--- config.mk ---
export PLATFORM = sky130hd
export DESIGN_NAME = adder_result_stage
export DESIGN_NICKNAME = d
export VERILOG_FILES = /design/src/rtl/adder_result_stage.sv
export SDC_FILE = /design/constraint.sdc
export NUM_CORES = 1
export LEC_CHECK = 0
export ABC_AREA = 0
export CAP_MARGIN = 5
export CELL_PAD_IN_SITES_DETAIL_PLACEMENT = 1
export CELL_PAD_IN_SITES_GLOBAL_PLACEMENT = 2
export CORE_MARGIN = 5
export CORE_UTILIZATION = 32
export DETAILED_ROUTE_END_ITERATION = 10
export GPL_ROUTABILITY_DRIVEN = 0
export PLACE_DENSITY_LB_ADDON = 0.1
export SYNTH_ARGS = -nofsm -noshare
export SYNTH_HDL_FRONTEND = slang
export SYNTH_SLANG_ARGS = --single-unit
export TNS_END_PERCENT = 10
--- constraint.sdc ---
create_clock -name clk -period 5.44 [get_ports clk]
set_clock_uncertainty 0.2 [all_clocks]
set_input_delay 0.816 -clock clk [delete_from_list [all_inputs] [get_ports clk]]
set_output_delay 0.816 -clock clk [all_outputs]
set_load 0.02 [all_outputs]
--- src/rtl/adder_result_stage.sv ---
// adder_result_stage
//   Captures results from an upstream N-bit adder into a 2-entry FIFO
//   together with the Z/N/C/V flags computed at capture time, and keeps a
//   saturating count of captured results that overflowed (signed).
//
// Ports
//   clk, rst_n         clock, asynchronous active-low reset
//   a, b               adder operands (only their MSBs feed the V flag)
//   s, cout            adder sum and carry-out
//   in_valid/in_ready  upstream handshake; in_ready = (count < 2)
//   res, flag_z/n/c/v  head entry of the FIFO
//   out_valid/out_ready downstream handshake; out_valid = (count > 0)
//   clr_cnt            synchronous clear of ov_cnt (wins over increment)
//   ov_cnt             saturating count of captured results with V=1
module adder_result_stage #(
  parameter int unsigned N = 4
) (
  input  logic         clk,
  input  logic         rst_n,
  input  logic [N-1:0] a,
  input  logic [N-1:0] b,
  input  logic [N-1:0] s,
  input  logic         cout,
  input  logic         in_valid,
  output logic         in_ready,
  output logic [N-1:0] res,
  output logic         flag_z,
  output logic         flag_n,
  output logic         flag_c,
  output logic         flag_v,
  output logic         out_valid,
  input  logic         out_ready,
  input  logic         clr_cnt,
  output logic [7:0]   ov_cnt
);

  // Entry layout: {sum, Z, N, C, V}
  localparam int unsigned W = N + 4;

  logic [W-1:0] mem [2];
  logic         wr_ptr;
  logic         rd_ptr;
  logic [1:0]   count;

  logic         push;
  logic         pop;
  logic         z_in;
  logic         n_in;
  logic         v_in;
  logic [W-1:0] entry;
  logic [W-1:0] head;

  // Readiness derives from registered count only, so a full FIFO never
  // accepts a refill in the same cycle it is popped.
  assign in_ready  = (count < 2'd2);
  assign out_valid = (count != 2'd0);
  assign push      = in_valid && in_ready;
  assign pop       = out_valid && out_ready;

  always_comb begin
    z_in  = (s == '0);
    n_in  = s[N-1];
    v_in  = (a[N-1] == b[N-1]) && (s[N-1] != a[N-1]);
    entry = {s, z_in, n_in, cout, v_in};
  end

  // Storage is reset so the outputs read zero (never X) while empty.
  always_ff @(posedge clk or negedge rst_n) begin
    if (!rst_n) begin
      for (int unsigned i = 0; i < 2; i++) begin
        mem[i] <= '0;
      end
    end else if (push) begin
      mem[wr_ptr] <= entry;
    end
  end

  always_ff @(posedge clk or negedge rst_n) begin
    if (!rst_n) begin
      wr_ptr <= 1'b0;
      rd_ptr <= 1'b0;
      count  <= 2'd0;
    end else begin
      if (push) wr_ptr <= ~wr_ptr;
      if (pop)  rd_ptr <= ~rd_ptr;
      case ({push, pop})
        2'b10:   count <= count + 2'd1;
        2'b01:   count <= count - 2'd1;
        default: count <= count;
      endcase
    end
  end

  always_ff @(posedge clk or negedge rst_n) begin
    if (!rst_n) begin
      ov_cnt <= '0;
    end else if (clr_cnt) begin
      ov_cnt <= '0;
    end else if (push && v_in && (ov_cnt != '1)) begin
      ov_cnt <= ov_cnt + 8'd1;
    end
  end

  always_comb begin
    head   = mem[rd_ptr];
    res    = head[W-1:4];
    flag_z = head[3];
    flag_n = head[2];
    flag_c = head[1];
    flag_v = head[0];
  end

endmodule

## Word-level counts from Yosys, hierarchy flattened

Cells that the tools add are included.

| word-level totals | value |
|---|---|
| bits in registers | 28 |
| input port bits | 18 |
| output and inout bits | 18 |

| cells by class | value |
|---|---|
| $add $sub $neg | 3 |
| magnitude comparators | 4 |
| equal/unequal tests | 5 |
| multiplexer cells | 9 |
| bitwise operators | 4 |
| reduce and logical (&&, ||, !) cells | 10 |

Operator list:

| cell | count |
|---|---|
| $mux 8 | 6 |
| $bwmux 16 | 1 |
| $add 8x1->8 const B | 1 |
| $demux 8 s1 | 1 |
| $ne 8x8->1 const B | 1 |
| $logic_and 1x1->1 | 6 |
| $reduce_bool 2->1 | 3 |
| $ge 2x2->1 const B | 2 |
| $logic_not 4->1 | 1 |
| $not 1->2 | 2 |
| $pmux 2 s2 | 1 |
| $add 2x1->2 const B | 1 |
| $eq 2x1->1 const B | 1 |
| $eq 2x2->1 const B | 1 |
| $lt 2x1->1 const B | 1 |
| $lt 2x2->1 const B | 1 |
| $not 1->1 | 2 |
| $sub 2x1->2 const B | 1 |
| $eq 1x1->1 | 1 |
| $ne 1x1->1 | 1 |

## Longest topological paths before layout

Gate-level depths: netlist of run 1.

| depth | value |
|---|---|
| depth in word-level cells | 6 |
| depth in mapped cells | 6 |

## Worst setup path before layout of run 1

No wires, ideal clock.

| path | value |
|---|---|
| kind | register -> output |
| from | register rd_ptr |
| to | output res[3] |
| data arrival time | 1192 ps |
| data required time | 4424 ps |
| setup slack | 3232 ps |
| cell stages (with the launch flop) | 4 |
| buffers on the path | 2 |
| path through | dfrtp_1 clkbuf_1 mux2_2 buf_4 |

| on the way | value |
|---|---|
| word-level cells in the longest chain between the ends | 4 |

Ends and longest elaborated chain:

| what | line | RTL |
|---|---|---|
| from (decl) | 42 | `logic rd_ptr;` |
| from (signal assigned) | 85 | `if (pop) rd_ptr <= ~rd_ptr;` |
| $not 1->2 (implied by the code) | 105 | `head = mem[rd_ptr];` |
| $mux 8 (implied by the code) (3 in series) | 105 |  |
| to (decl) | 26 | `output logic [N-1:0] res,` |

No other way between the ends. The select of a mux whose other input is x is not followed.

## Worst setup path after layout of run 1

Same ends and word-level chain as after synthesis.

==> results of run 1 <==
per-layer routing:
metal,vias up,share of wire (%)
met5,-,0
met4,0,1.8
met3,5,4.4
met2,19,51
met1,493,42
li1,452,-
Yosys cell counts:
library cell / instances
a21oi_1: 7
and2_1: 2
and2b_1: 1
and3_1: 2
and3b_2: 1
buf_4: 1
clkbuf_1: 2
dfrtp_1: 26
ha_1: 2
inv_1: 4
mux2_2: 20
mux2i_1: 1
nand2_1: 8
nand3_1: 1
nor2_1: 6
nor2_2: 1
nor2b_1: 1
nor3_1: 3
nor3b_4: 1
nor4_1: 1
o2111ai_1: 1
o2111ai_2: 1
o211ai_1: 1
o21a_1: 1
o21ai_0: 5
o31ai_1: 1
o41ai_1: 1
or2_2: 1
or3_1: 1
or4_1: 2
xnor2_1: 4
xor2_1: 1
state kept, by name, indices dropped and copies added, names as in the netlist:
register / flops
ov_cnt: 8
count: 2
wr_ptr: 1
mem: 14
rd_ptr: 1
worst paths after layout:
path / startpoint / to / depth (start not counted)
setup / recovery: rd_ptr / res[3] / 2
hold / removal: mem[0] / mem[0] / 2
setup reg to reg: ov_cnt[0] / ov_cnt[6] / 5
hold reg to reg: mem[0] / mem[0] / 2
max in group asynchronous: rst_n / mem[3] / 2
min in group asynchronous: rst_n / ov_cnt[6] / 2
power groups by stage:
stage / combinational [W] / clock (W) / sequential (W)
final: 0.000360 / 0.000162 / 0.000306
after global routing: 0.000384 / 0.000174 / 0.000316
after CTS: 0.000368 / 0.000168 / 0.000308
after detailed placement: 0.000366 / 0 / 0.000312
after global placement: 0.000357 / 0 / 0.000305
after floorplan: 0.000247 / 0 / 0.000288
final cells by class:
type,count,area [µm²],area share (%)
Clock buffer,3,41.3,2.43
Inverter,4,15.0,0.885
Tap cell,50,62.6,3.69
Sequential cell,26,651,38.3
Clock inverter,1,30.0,1.77
Multi-Input combinational cell,78,599,35.3
Timing Repair Buffer,30,298,17.6
worst max-delay path: cells and delay by family, from the launching register on:
kind / cells / cell delay, ns
buffers and inverters: 1 / 0.54
muxes: 1 / 0.39
DFF: 1 / 0.57
cells by family (layout without fill, tap and decap cells):
family | Yosys count | after routing | synth area share, %
fa+ha+maj | 2 | 2 | 1.95
buf+inv | 7 | 38 | 2.35
xor+xnor | 5 | 5 | 3.42
compound gates | 18 | 18 | 8.99
flops | 26 | 26 | 50.8
mux | 21 | 21 | 18.4
simple gates | 32 | 32 | 14.1
stage by stage:
stage	cells	worst slack (ns)	power (W)	hold WS (ns)
5_1_grt	192	2.57	0.000874	0.322
4_1_cts	192	2.62	0.000844	0.299
6_report	192	2.65	0.000828	0.297
2_1_floorplan	111	3.23	0.000535	0.244
3_3_place_gp	188	2.61	0.000662	0.262
3_5_place_dp	188	2.58	0.000678	0.281
==> impl_metrics.csv, run 1 <==
group,metric,value,unit
run_status,status,"finished, final reports clean",
placed_design,placed_area,0.00163,mm²
global_route,grt_max_degree,27,
clock_tree,cts_tree,"built",
synth,synth_top_cell_area_share,50.8,%
worst_setup_path,worstPathArrival,1.77,ns
power_and_ir_drop,power_leakage,0.688,nW
worst_setup_path,cp.required,4.42,ns
power_and_ir_drop,switching_power,0.000270,W
global_route,grt-busiest-layer,"met2",
sta,finalMaxSlewViolations,0,
floorplanning,die_y,73.2,µm
global_route,grtUsageMet1,14.9,%
drt,vias,969,
sta,period_needed,2.79,ns
sta,slew_headroom,69.9,%
synth,yosysSeqAreaShare,50.8,%
power_and_ir_drop,combPwrFrac,43.5,%
sta,finalHoldViolations,0,
power_and_ir_drop,swShare,32.6,%
synth,yosysUniqueCellTypes,32,
final_layout,diodes,0,
final_layout,final_area,0.00170,mm²
final_layout,post-route-util,43.0,%
clock_tree,clkTransAtPathRegs,0.09,ns
final_layout,final_cell_mix,"clkdlybuf4s50_1 (29), dfrtp_1 (26), mux2_2 (20)",
floorplanning,core_area,0.00394,mm²
worst_setup_path,crit_path_top_delay_cell,"dfrtp_1",
final_layout,final_nets,163,
floorplanning,io_pins,36,
drt,antenna_left,0,
drt,avgRoutedWirePerCell,15.7,µm
synth,syn-mean-instance-area,11.5,µm²
global_route,use_met2,19.6,%
power_and_ir_drop,clkPwrFrac,19.5,%
sta,tns,0,ns
clock_tree,clockRootBuffer,"clkbuf_8",
final_layout,final_common_cell,"clkdlybuf4s50_1",
worst_setup_path,cp_cell_sequence,"mux2_2 -> clkdlybuf4s50_1",
synth,synth.cell_area,0.00128,mm²
global_route,grt_pass1_wl,4870,µm
global_route,grt.overflow.total,0,
sta,max_freq,359,MHz
floorplanning,die_x,73.2,µm
clock_tree,cts_buffers,3,
global_route,grtUsageTotal,12.0,%
power_and_ir_drop,ir_drop,0.297,mV
clock_tree,cts_setup_buffers,0,
sta,finalSetupViolCount,0,
job,maxCapViolCount,0,
global_route,antenna_found_initial,0,
global_route,grt.met3_usage,2.62,%
clock_tree,clock-sinks,26,
clock_tree,postCtsHoldBufs,0,
clock_tree,h-tree-depth,1,
power_and_ir_drop,powerDensity,488,mW/mm²
worst_setup_path,end_kind,"output pin",
worst_setup_path,reg2reg_slack,3.40,ns
clock_tree,cts-resized-gates,0,
sta,rsz0062_at_grt,"no",
synth,synth_cells,111,
floorplanning,start_util,32.5,%
floorplanning,rows,23,
power_and_ir_drop,sequentialPowerShare,36.9,%
drt,viasPerCell,5.05,
global_route,grt_pass1_vias,1016,
drt,drt_iter0_drc,25,
synth,yosys_warnings,0,
power_and_ir_drop,power.internal,0.000558,W
sta,worst_slew_pin_slew,0.450,ns
final_layout,synthToLayoutAreaGrowth,32.6,%
worst_setup_path,worstSetupStartpointType,"register",
clock_tree,clk_latency,0.28,ns
synth,synth.net_count,131,
drt,drt_wl_total,3010,µm
final_layout,n_fill_cell,430,
placed_design,hpwl,2330,µm
worst_setup_path,worst_path_largest_cell_delay,0.57,ns
clock_tree,clockBufferDepth,2,
synth,ys_seq_elements,26,
synth,synth_top_cell_by_area,"dfrtp_1",
worst_setup_path,worst-setup-path-type,"reg2out",
worst_hold_path,hold_path_class,"reg2reg",
worst_setup_path,critPathMaxFanout,8,
drt,dr.pass1.iters,4,
floorplanning,die_area,0.00536,mm²
sta,period_share,51.2,%
synth,synthTopCellsByArea,"dfrtp_1 (51%), mux2_2 (18%), a21oi_1 (2.7%)",
drt,drc_errors,0,
final_layout,drive_above_1_share,21.1,%
placed_design,portBuffers,29,
Note: power is estimated with default switching activity, not from simulation.
==> run 2: changes to the inputs <==
--- a/config.mk
+++ b/config.mk
@@ -10,7 +10,7 @@
 export CELL_PAD_IN_SITES_DETAIL_PLACEMENT = 1
 export CELL_PAD_IN_SITES_GLOBAL_PLACEMENT = 2
 export CORE_MARGIN = 5
-export CORE_UTILIZATION = 32
+export CORE_UTILIZATION = 29
 export DETAILED_ROUTE_END_ITERATION = 10
 export GPL_ROUTABILITY_DRIVEN = 0
 export PLACE_DENSITY_LB_ADDON = 0.1
==> constraint.sdc (replaced) <==
create_clock -name clk -period 2.89 [get_ports clk]
set_clock_uncertainty 0.2 [all_clocks]
set_input_delay 0.4335 -clock clk [delete_from_list [all_inputs] [get_ports clk]]
set_output_delay 0.4335 -clock clk [all_outputs]
set_load 0.02 [all_outputs]
==> impl_metrics.csv, run 2 (synthesized netlist as in run 1, its figures left out) <==
group,metric,value,unit
floorplanning,rows,24,
power_and_ir_drop,powerDensity,880,mW/mm²
worst_setup_path,worst-setup-path-type,"reg2out",
worst_setup_path,end_kind,"output pin",
clock_tree,postCtsHoldBufs,0,
sta,period_needed,2.40,ns
clock_tree,clockRootBuffer,"clkbuf_8",
drt,dr.pass1.iters,3,
floorplanning,core_area,0.00432,mm²
drt,avgRoutedWirePerCell,15.4,µm
clock_tree,cts-resized-gates,0,
final_layout,final_cell_mix,"clkdlybuf4s50_1 (29), dfrtp_1 (26), mux2_2 (20)",
clock_tree,clk_latency,0.26,ns
clock_tree,h-tree-depth,1,
sta,finalMaxSlewViolations,0,
clock_tree,clockBufferDepth,2,
final_layout,final_common_cell,"clkdlybuf4s50_1",
floorplanning,die_area,0.00584,mm²
final_layout,diodes,0,
clock_tree,cts_tree,"built",
final_layout,largest_register_ffs,14,
drt,drt_iter0_drc,19,
sta,finalSetupViolCount,0,
global_route,grt_pass1_vias,1076,
power_and_ir_drop,switching_power,0.000495,W
drt,viasPerCell,4.90,
drt,vias,951,
final_layout,multi_input_area,599,µm²
sta,period_share,83.2,%
worst_setup_path,worstSetupStartpointType,"register",
power_and_ir_drop,power_leakage,0.681,nW
global_route,grt_max_degree,27,
global_route,grt.overflow.total,0,
sta,slew_headroom,70.3,%
global_route,grt_pass1_wl,5160,µm
placed_design,place_inst,190,
placed_design,portBuffers,29,
placed_design,hpwl,2280,µm
worst_setup_path,critPathMaxFanout,8,
power_and_ir_drop,combPwrFrac,45.6,%
clock_tree,cts_buffers,3,
sta,worst_slew_pin_slew,0.444,ns
power_and_ir_drop,clkPwrFrac,15.5,%
power_and_ir_drop,power.internal,0.000986,W
floorplanning,io_pins,36,
floorplanning,die_y,76.4,µm
final_layout,drive_above_1_share,21.1,%
power_and_ir_drop,ir_drop,0.385,mV
clock_tree,clock-sinks,26,
clock_tree,clkTransAtPathRegs,0.08,ns
global_route,grtUsageTotal,10.7,%
worst_setup_path,cp.required,2.26,ns
global_route,antenna_found_initial,0,
drt,drc_errors,0,
final_layout,synthToLayoutAreaGrowth,31.5,%
final_layout,regArea,651,µm²
floorplanning,die_x,76.4,µm
run_status,status,"finished, final reports clean",
worst_hold_path,hold_path_class,"reg2reg",
final_layout,n_fill_cell,489,
drt,antenna_left,0,
power_and_ir_drop,swShare,33.4,%
power_and_ir_drop,sequentialPowerShare,38.8,%
final_layout,reg_top3,"mem x14, ov_cnt x8, count x2",
floorplanning,start_util,29.6,%
worst_setup_path,worstPathArrival,1.77,ns
sta,rsz0062_at_grt,"no",
clock_tree,cts_setup_buffers,0,
final_layout,final_nets,163,
drt,drt_wl_total,2990,µm
sta,max_freq,416,MHz
sta,tns,0,ns
final_layout,instances_no_fill,194,
job,maxCapViolCount,0,
final_layout,top_register,"mem",
sta,finalHoldViolations,0,
## run 2: worst max-delay path: stages (launching register included)
cell	delay [ns]
dfrtp_1	0.57
mux2_2	0.39
clkdlybuf4s50_1	0.54
## run 2: power by group through the flow
stage / Combinational (W) / Sequential, W / Clock, W
floorplan: 0.000465 / 0.000542 / 0
global placement: 0.000674 / 0.000575 / 0
detailed placement: 0.000691 / 0.000585 / 0
CTS: 0.000695 / 0.000579 / 0.000248
global route: 0.000728 / 0.000592 / 0.000257
finish: 0.000676 / 0.000575 / 0.000230
## run 2: area by class of cell
type	instances	share of cell area, %
Sequential cell	26	38.7
Tap cell	52	3.87
Multi-Input combinational cell	78	35.6
Clock buffer	4	3.27
Timing Repair Buffer	30	17.7
Inverter	4	0.892
## run 2: layer usage
| metal | track usage, % | share of wire (%) | up-vias |
|---|---|---|---|
| met5 | 0 | 0 | - |
| met4 | 1.57 | 0.47 | 0 |
| met3 | 3.43 | 3.8 | 2 |
| met2 | 18.4 | 50 | 16 |
| met1 | 13.2 | 45 | 478 |
| li1 | - | - | 455 |
## run 2: worst paths after layout
check | startpoint | end | slack, ns | depth (start not counted)
min reg2reg | mem[9] | mem[9] | 0.31 | 1
max reg2reg | ov_cnt[0] | ov_cnt[6] | 0.85 | 5
max | rd_ptr | flag_v | 0.49 | 2
min | mem[9] | mem[9] | 0.31 | 1
min in group asynchronous | rst_n | ov_cnt[6] | 0.33 | 2
max in group asynchronous | rst_n | mem[1] | 1.90 | 2
## run 2: through the flow
step | util [%] | setup slack [ns] | power, W | hold WS [ns] | area (µm²)
finish | 38.9 | 0.486 | 0.00148 | 0.308 | 1680
global placement | 37.6 | 0.446 | 0.00125 | 0.262 | 1630
floorplan | - | 0.956 | 0.00101 | -0.0621 | 1280
global route | 38.9 | 0.419 | 0.00158 | 0.329 | 1680
detailed placement | 37.6 | 0.415 | 0.00128 | 0.282 | 1630
CTS | 38.9 | 0.445 | 0.00152 | 0.306 | 1680
